### src/rtl/regfile_pkg.sv
// regfile_pkg: shared register-file widths and write-back requester indices
package regfile_pkg;
  localparam int REG_AW = 5;
  localparam int REG_DW = 32;
  localparam logic [REG_AW-1:0] REG_ZERO = 5'd0;
  localparam int WB_ALU = 0;
  localparam int WB_LOAD = 1;
  localparam int WB_EXC = 2;
endpackage

### src/rtl/rr_arbiter.sv
// rr_arbiter: round-robin one-hot grant with rotating pointer and grant-index encoder
module rr_arbiter #(
  parameter int N = 3,
  localparam int IW = $clog2(N)
) (
  input  logic          clk,
  input  logic          reset,
  input  logic          en,
  input  logic [N-1:0]  valid,
  output logic [N-1:0]  grant,
  output logic [IW-1:0] idx,
  output logic          any
);
  logic [IW-1:0] ptr;
  // search valids starting at ptr, wrapping, and grant the first hit
  always_comb begin : search
    int j;
    j = 0;
    grant = '0;
    idx = '0;
    any = 1'b0;
    for (int k = 0; k < N; k++) begin
      j = (int'(ptr) + k) % N;
      if (en && valid[j] && !any) begin
        grant[j] = 1'b1;
        idx = IW'(j);
        any = 1'b1;
      end
    end
  end
  // after a transfer the winner drops to lowest priority
  always_ff @(posedge clk) begin
    if (!reset) ptr <= '0;
    else if (any) ptr <= (idx == IW'(N-1)) ? '0 : idx + 1'b1;
  end
endmodule

### src/rtl/regfile_wb_sched.sv
// regfile_wb_sched: write-port arbitration, busy scoreboard and RAW hazard flags
module regfile_wb_sched
  import regfile_pkg::*;
#(
  parameter int NREQ = 3,
  parameter int AW = REG_AW,
  parameter int DW = REG_DW
) (
  input  logic              clk,
  input  logic              reset,
  input  logic [NREQ-1:0]   req_valid,
  output logic [NREQ-1:0]   req_ready,
  input  logic [NREQ*AW-1:0] req_addr,
  input  logic [NREQ*DW-1:0] req_data,
  input  logic              rsv_valid,
  input  logic [AW-1:0]     rsv_addr,
  output logic              rsv_ready,
  input  logic              flush,
  input  logic [AW-1:0]     rd_addr1,
  input  logic [AW-1:0]     rd_addr2,
  output logic              hazard1,
  output logic              hazard2,
  output logic              wr,
  output logic [AW-1:0]     addr3,
  output logic [DW-1:0]     data3,
  output logic [31:0]       busy_vec
);
  localparam int IW = $clog2(NREQ);
  logic [IW-1:0] gidx;
  logic          xfer;
  logic [AW-1:0] sel_addr;
  logic [DW-1:0] sel_data;
  logic [31:0]   busy_nxt;

  rr_arbiter #(.N(NREQ)) u_arb (
    .clk(clk),
    .reset(reset),
    .en(reset),
    .valid(req_valid),
    .grant(req_ready),
    .idx(gidx),
    .any(xfer)
  );

  // mux the winning requester's payload and derive reservation/hazard status
  always_comb begin
    sel_addr = req_addr[gidx*AW +: AW];
    sel_data = req_data[gidx*DW +: DW];
    rsv_ready = reset && (!busy_vec[rsv_addr] || rsv_addr == REG_ZERO);
    hazard1 = busy_vec[rd_addr1] && rd_addr1 != REG_ZERO;
    hazard2 = busy_vec[rd_addr2] && rd_addr2 != REG_ZERO;
  end

  // commit clears, reserve sets, flush wipes everything; $0 never busy
  always_comb begin
    busy_nxt = busy_vec;
    if (wr) busy_nxt[addr3] = 1'b0;
    if (rsv_valid && rsv_ready && rsv_addr != REG_ZERO) busy_nxt[rsv_addr] = 1'b1;
    if (flush) busy_nxt = '0;
    busy_nxt[0] = 1'b0;
  end

  // register the granted write one cycle after the grant; writes to $0 are swallowed
  always_ff @(posedge clk) begin
    if (!reset) begin
      wr <= 1'b0;
      addr3 <= '0;
      data3 <= '0;
      busy_vec <= '0;
    end else begin
      wr <= xfer && sel_addr != REG_ZERO;
      if (xfer) addr3 <= sel_addr;
      if (xfer) data3 <= sel_data;
      busy_vec <= busy_nxt;
    end
  end
endmodule
### config.mk
export PLATFORM = sky130hd
export DESIGN_NAME = regfile_wb_sched
export DESIGN_NICKNAME = d
export VERILOG_FILES = /design/src/rtl/regfile_pkg.sv /design/src/rtl/rr_arbiter.sv /design/src/rtl/regfile_wb_sched.sv
export SDC_FILE = /design/constraint.sdc
export NUM_CORES = 1
export LEC_CHECK = 0
export BUFFER_PORTS_ARGS = -buffer_cell sky130_fd_sc_hd__buf_2
export CAP_MARGIN = 30
export CORE_AREA = 2 2 113 115
export CTS_CLUSTER_DIAMETER = 40
export DETAILED_ROUTE_END_ITERATION = 16
export DIE_AREA = 0 0 115 117
export PLACE_DENSITY = 0.78
export RECOVER_POWER = 25
export SYNTH_ARGS = -nofsm -noshare
export SYNTH_HDL_FRONTEND = slang
export SYNTH_HIERARCHICAL = 1
export SYNTH_SLANG_ARGS = --single-unit
### constraint.sdc
create_clock -name clk -period 3.15 [get_ports clk]
set_clock_uncertainty 0.15 [all_clocks]
set_input_delay 0.4725 -clock clk [delete_from_list [all_inputs] [get_ports clk]]
set_output_delay 0.4725 -clock clk [all_outputs]
set_load 0.05 [all_outputs]
Word-level counts from Yosys, hierarchy flattened
Cells that the tools add are included.
W data, S select, Z words.
{"block": "classes", "n_mul": 1, "n_addsub": 3, "n_bitwise": 6, "div_mod_pow": 3, "muxes": 37, "reduce_logical": 26, "n_shift": 2, "order_cmp": 12, "n_eq_ne": 1}
{"operator": "$ge A32 B1 Y1 const B", "count": 3}
{"operator": "$lt A32 B4 Y1 const B", "count": 3}
{"operator": "$shiftx A96 B8 Y32", "count": 1}
{"operator": "$mod A32 B3 Y32 const B", "count": 2}
{"operator": "$mux W32", "count": 2}
{"operator": "$and A32 B32 Y32", "count": 1}
{"operator": "$mod A3 B3 Y32 const B", "count": 1}
{"operator": "$not A32 Y32", "count": 1}
{"operator": "$or A32 B32 Y32", "count": 1}
{"operator": "$lt A5 B6 Y1 const B", "count": 4}
{"operator": "$reduce_bool A5 Y1", "count": 4}
{"operator": "$mux W1", "count": 17}
{"operator": "$logic_and A1 B1 Y1", "count": 16}
{"operator": "$bmux W1 S5", "count": 3}
{"operator": "$shiftx A15 B6 Y5", "count": 1}
{"operator": "$demux W1 S5", "count": 2}
{"operator": "$ge A5 B1 Y1 const B", "count": 2}
{"operator": "$mux W3", "count": 3}
{"operator": "$mux W2", "count": 4}
{"operator": "$bmux W1 S2", "count": 3}
{"operator": "$demux W1 S2", "count": 3}
{"operator": "$or A3 B3 Y3", "count": 2}
{"operator": "$logic_not A5 Y1", "count": 1}
{"operator": "$mul A2 B3 Y5 const B", "count": 1}
{"operator": "other kinds (8)", "count": 10}
{"block": "totals", "elab_cells": 97, "regBits": 72, "output_inout_bits": 76}

Logic depth before layout (Yosys ltp)
{"block": "logic_depth", "word_depth": 16, "depth_mapped": 12, "mapped_depth_nobuf": 11}

Cells and area by module
The synthesis kept the hierarchy.
{"mod": "regfile_wb_sched", "area_each_um2": 4336.7, "instances": 1, "cells_per_inst": 486}
{"mod": "rr_arbiter", "area_each_um2": 451.7, "instances": 1, "cells_per_inst": 59}

Worst setup path after synthesis
OpenSTA, ideal clock, no wires.
{"block": "synth_timing", "path_type": "input -> output", "from": "in rsv_addr[1]", "to": "out rsv_ready", "n_path_buf": 1, "arrival_ps": 2583, "slack_ps": -56, "cell_stages": 5, "path_cell_list": "buf_6 > mux2_4 > a221oi_4 > o211ai_4 > a211oi_1"}
{"block": "synth_via", "elab_chain_cells": 5, "word_cells_on_any_way": 6, "classes_between": "mux (2); reduce/logical (4)"}
{"item": "from (decl)", "line_no": "regfile_wb_sched.sv:16", "rtl": "input logic [AW-1:0] rsv_addr,"}
{"item": "$bmux W1 S5", "line_no": "regfile_wb_sched.sv:49", "rtl": "rsv_ready = reset && (!busy_vec[rsv_addr] || rsv_addr == REG_ZERO);"}
{"item": "$mux W1 (not written as such)", "line_no": "regfile_wb_sched.sv:49"}
{"item": "$logic_not A1 Y1", "line_no": "regfile_wb_sched.sv:49"}
{"item": "$logic_or A1 B1 Y1 *", "line_no": "regfile_wb_sched.sv:49"}
{"item": "$logic_and A1 B1 Y1 *", "line_no": "regfile_wb_sched.sv:49"}
{"item": "to (decl)", "line_no": "regfile_wb_sched.sv:17", "rtl": "output logic rsv_ready,"}
Mark *: on every way between the ends. The rest lies on a longest branch, timed or not. The select of a mux whose other input is x is not followed.

Final worst setup path
{"block": "layout_timing", "from": "reg u_arb.ptr[0]", "to": "out req_ready[0]"}
{"block": "layout_via", "elab_chain_cells": 12, "word_cells_on_any_way": 43, "classes_between": "add/sub (2); div (3); order compare (6); mux (20); bitwise (2); reduce/logical (10)"}
{"item": "from (decl)", "line_no": "rr_arbiter.sv:14", "rtl": "logic [IW-1:0] ptr;"}
{"item": "from (signal assigned)", "line_no": "rr_arbiter.sv:34", "rtl": "else if (any) ptr <= (idx == IW'(N-1)) ? '0 : idx + 1'b1;"}
{"item": "parallel branches: the longest is 11 deep, another holds $mod A32 B3 Y32"}
{"item": "$mux W3 *", "line_no": "rr_arbiter.sv:24", "rtl": "if (en && valid[j] && !any) begin"}
{"item": "to (decl)", "line_no": "regfile_wb_sched.sv:12", "rtl": "output logic [NREQ-1:0] req_ready,"}
Mark *: on every way between the ends. The select of a mux whose other input is x is not followed.

==> results.yml <==
status:
  outcome: "finished clean"
drt:
  totalWireLength_um: 15600
  viasPerCell: 5.72
  first_iter_violations: 321
  wire_per_inst_um: 17.8
  drtPass1Iterations: 5
  drt_antenna_net_count: 0
  num_vias: 5028
  detail_route.drc_violations: 0
timing:
  min_period_ps: 2950
  rsz0062_at_grt: "no"
  fin_crit_sh_pct: 93.5
  fin_setup_tns_ps: 0
  slew_viol_final: 0
  report.final.hold_viol_count: 0
  timing_worst_slew_pin_value_ps: 632
  maxClockFrequency_ghz: 0.339
  timing.max_slew.rel_slack_pct: 58.0
  whs_ps: 313
  setup_viol: 0
place:
  place.port_buffers: 207
  post-dp-hpwl_um: 12100
  place.gp.congestion: 0.879
global_routing:
  globalRoute.totalOverflow: 0
  grt_max_degree: 41
  gr-usage-all-layers_pct: 22.6
  grt_first_pass_wirelength_um: 23900
  initial_antenna_violation_count: 0
  vias_in_the_first_global_route: 4739
power:
  leakage_nw: 2.58
  power_density_mw_per_mm2: 782
  maximum_vdd_drop_mv: 0.524
synth:
  synth_cell_types: 64
  dominantRegCellSynth: "dfxtp_1"
  synth-edff-count: 0
  postSynthAreaPerCell_um2: 8.79
  async_reset_ff_share_pct: 0
  number_of_instances_in_the_synthesized_netlist: 545
  synth_seq_area_share_pct: 29.7
  post_synth_instance_area_mm2: 0.00479
  yosysWarnings: 6
  mappedNetlistNets: 682
  ys_seq_elements: 71
run:
  max-cap-violations: 0
worst_hold_path:
  hold_class: "in2reg"
floorplan:
  die_y_um: 117
  io_pins: 209
  initial_utilization_pct: 38.9
  fp-row-count: 41
  die_x_um: 115
  core_area_mm2: 0.0123
  fp.dieArea_mm2: 0.0135
cts:
  cts.sinks: 71
  cts_tree: "built"
  ctsHtreeMaxLevel: 3
  cts-hold-fix-buffers: 0
  clkTransAtPathRegs_ps: 60
  cts_made_buffers: 9
  cts-root-buf: "clkbuf_16"
  post-cts-setup-buffers: 0
  clock_latency_ps: 330
  cts_resized: 0
  ctsLongestPathBuffers: 2
final_layout:
  layout-drive-gt1-share_pct: 33.1
  flow.area_growth_from_synthesis_pct: 29.7
  final_nets: 862
  insertedDiodeCount: 0
setup_path:
  critPathRequiredTime_ps: 2530
  worstSetupStartpointType: "flip-flop"
  worst_path_largest_cell_delay_ps: 390
  worst_setup_path_end_kind: "output port"
  slowest_stage: "ha_1"
  crit_path_cell_trace: "inv_1 > ha_1 > mux2_2 > o211ai_2 > mux2i_1 > a21oi_1 > buf_2"
  cp.arrival_ps: 2320
  worst-path-max-fanout: 7
  cp_class: "reg2out"
==> worst max-delay path: cells and delay by family, from the launching register on <==
kind | cells | cell delay [ps]
buffers and inverters | 2 | 350
AO/OA/AOI/OAI | 2 | 390
flip-flops | 1 | 370
adder cells (fa/ha/maj) | 1 | 390
multiplexers | 2 | 470
==> synth_stat cells (4+ instances only) <==
| cell | count | area, µm² |
|---|---|---|
| and3_1 | 4 | 25.0 |
| nand2b_1 | 10 | 62.6 |
| a211oi_1 | 34 | 255 |
| or2_2 | 4 | 25.0 |
| o31ai_1 | 20 | 150 |
| o21ai_0 | 6 | 30.0 |
| mux2_2 | 5 | 56.3 |
| buf_1 | 4 | 15.0 |
| nand2_1 | 20 | 75.1 |
| mux4_2 | 16 | 360 |
| nand3_1 | 13 | 65.1 |
| dfxtp_1 | 71 | 1420 |
| inv_1 | 16 | 60.1 |
| mux2i_1 | 54 | 541 |
| nor2b_1 | 8 | 50.1 |
| a21oi_1 | 37 | 185 |
| ha_1 | 4 | 50.1 |
| buf_2 | 14 | 70.1 |
| a32o_1 | 11 | 110 |
| o211ai_1 | 20 | 150 |
| nor2_1 | 79 | 297 |
| clkbuf_1 | 27 | 101 |
| o2bb2ai_1 | 5 | 43.8 |
| nor3_1 | 5 | 25.0 |
==> logic make-up (layout without fill, tap and decap cells) <==
family,after synthesis,after routing,synth area share [%]
other,1,1,0.0783
buffers and inverters,64,248,5.77
flip-flops,71,71,29.7
AO/OA/AOI/OAI,161,161,25.3
multiplexers,79,79,21.3
adder cells (fa/ha/maj),4,4,1.05
AND/OR/NAND/NOR,165,165,16.8
==> power by group <==
group	total [mW]	switching, mW	internal (mW)
Sequential	1.30	0.179	1.12
Clock	1.16	0.394	0.767
Combinational	2.40	1.69	0.707
Total	4.86	2.26	2.59
==> registers in the layout, indices dropped and copies added (netlist names) <==
signal,cells
u_arb/ptr,2
wr,1
busy_vec,31
addr3,5
data3,32
==> layout make-up <==
type,count,area [µm²]
clock inverter,6,110
multi-input combinational,410,3100
fill,1174,6100
timing repair buffer,217,1100
tap,150,188
clock buffer,9,225
sequential,71,1420
inverter,16,60.1
==> cell usage in the layout, fill, tap and decap left out, drive strengths merged, types with 3 or more instances in the layout <==
master   instances
mux2i           56
a211oi          34
or3b             3
dfxtp           71
nor2b            8
nand4            3
a31oi            4
a32o            11
and3             4
bufinv           3
nand2b          10
o2bb2ai          5
o31ai           20
mux2             7
or2              4
nor2            79
buf            181
inv             16
nand3           14
a32oi            3
mux4            16
nor3             5
nand2           21
a21oi           37
nand3b           3
clkbuf          45
o211ai          23
a221oi           3
o21ai            8
ha               4
==> metal layers <==
| layer | share of wire, % | vias up | global-route usage, % | wire length, µm |
|---|---|---|---|---|
| met5 | 0 | - | 0 | 0 |
| met4 | 4.0 | 0 | 12.1 | 623 |
| met3 | 9.2 | 41 | 4.99 | 1430 |
| met2 | 47 | 263 | 36.9 | 7280 |
| met1 | 40 | 2313 | 28.0 | 6280 |
| li1 | - | 2411 | - | - |
==> final timing paths <==
check | from | end | slack, ps | depth (start not counted)
worst min-delay path | req_data[61] | data3[29]$_SDFFE_PN0P_ | 310 | 3
worst max register to register | u_arb/ptr[1]$_SDFFE_PN0P_ | wr$_SDFF_PN0_ | 220 | 10
worst max-delay path | u_arb/ptr[0]$_SDFFE_PN0P_ | req_ready[0] | 200 | 7
worst min register to register | data3[31]$_SDFFE_PN0P_ | data3[31]$_SDFFE_PN0P_ | 330 | 2
==> metrics by stage <==
step,setup slack (ps),total power [mW],utilization [%],std cells,instance area [µm²]
after CTS,181,4.93,50.8,879,6250
after floorplan,316,3.14,-,545,4790
after global placement,369,3.73,48.1,864,5920
after detailed placement,281,3.75,48.1,864,5920
final,204,4.86,50.4,879,6210
after global routing,55.0,5.12,50.4,879,6210
Note: power is estimated with default switching activity, not from simulation.
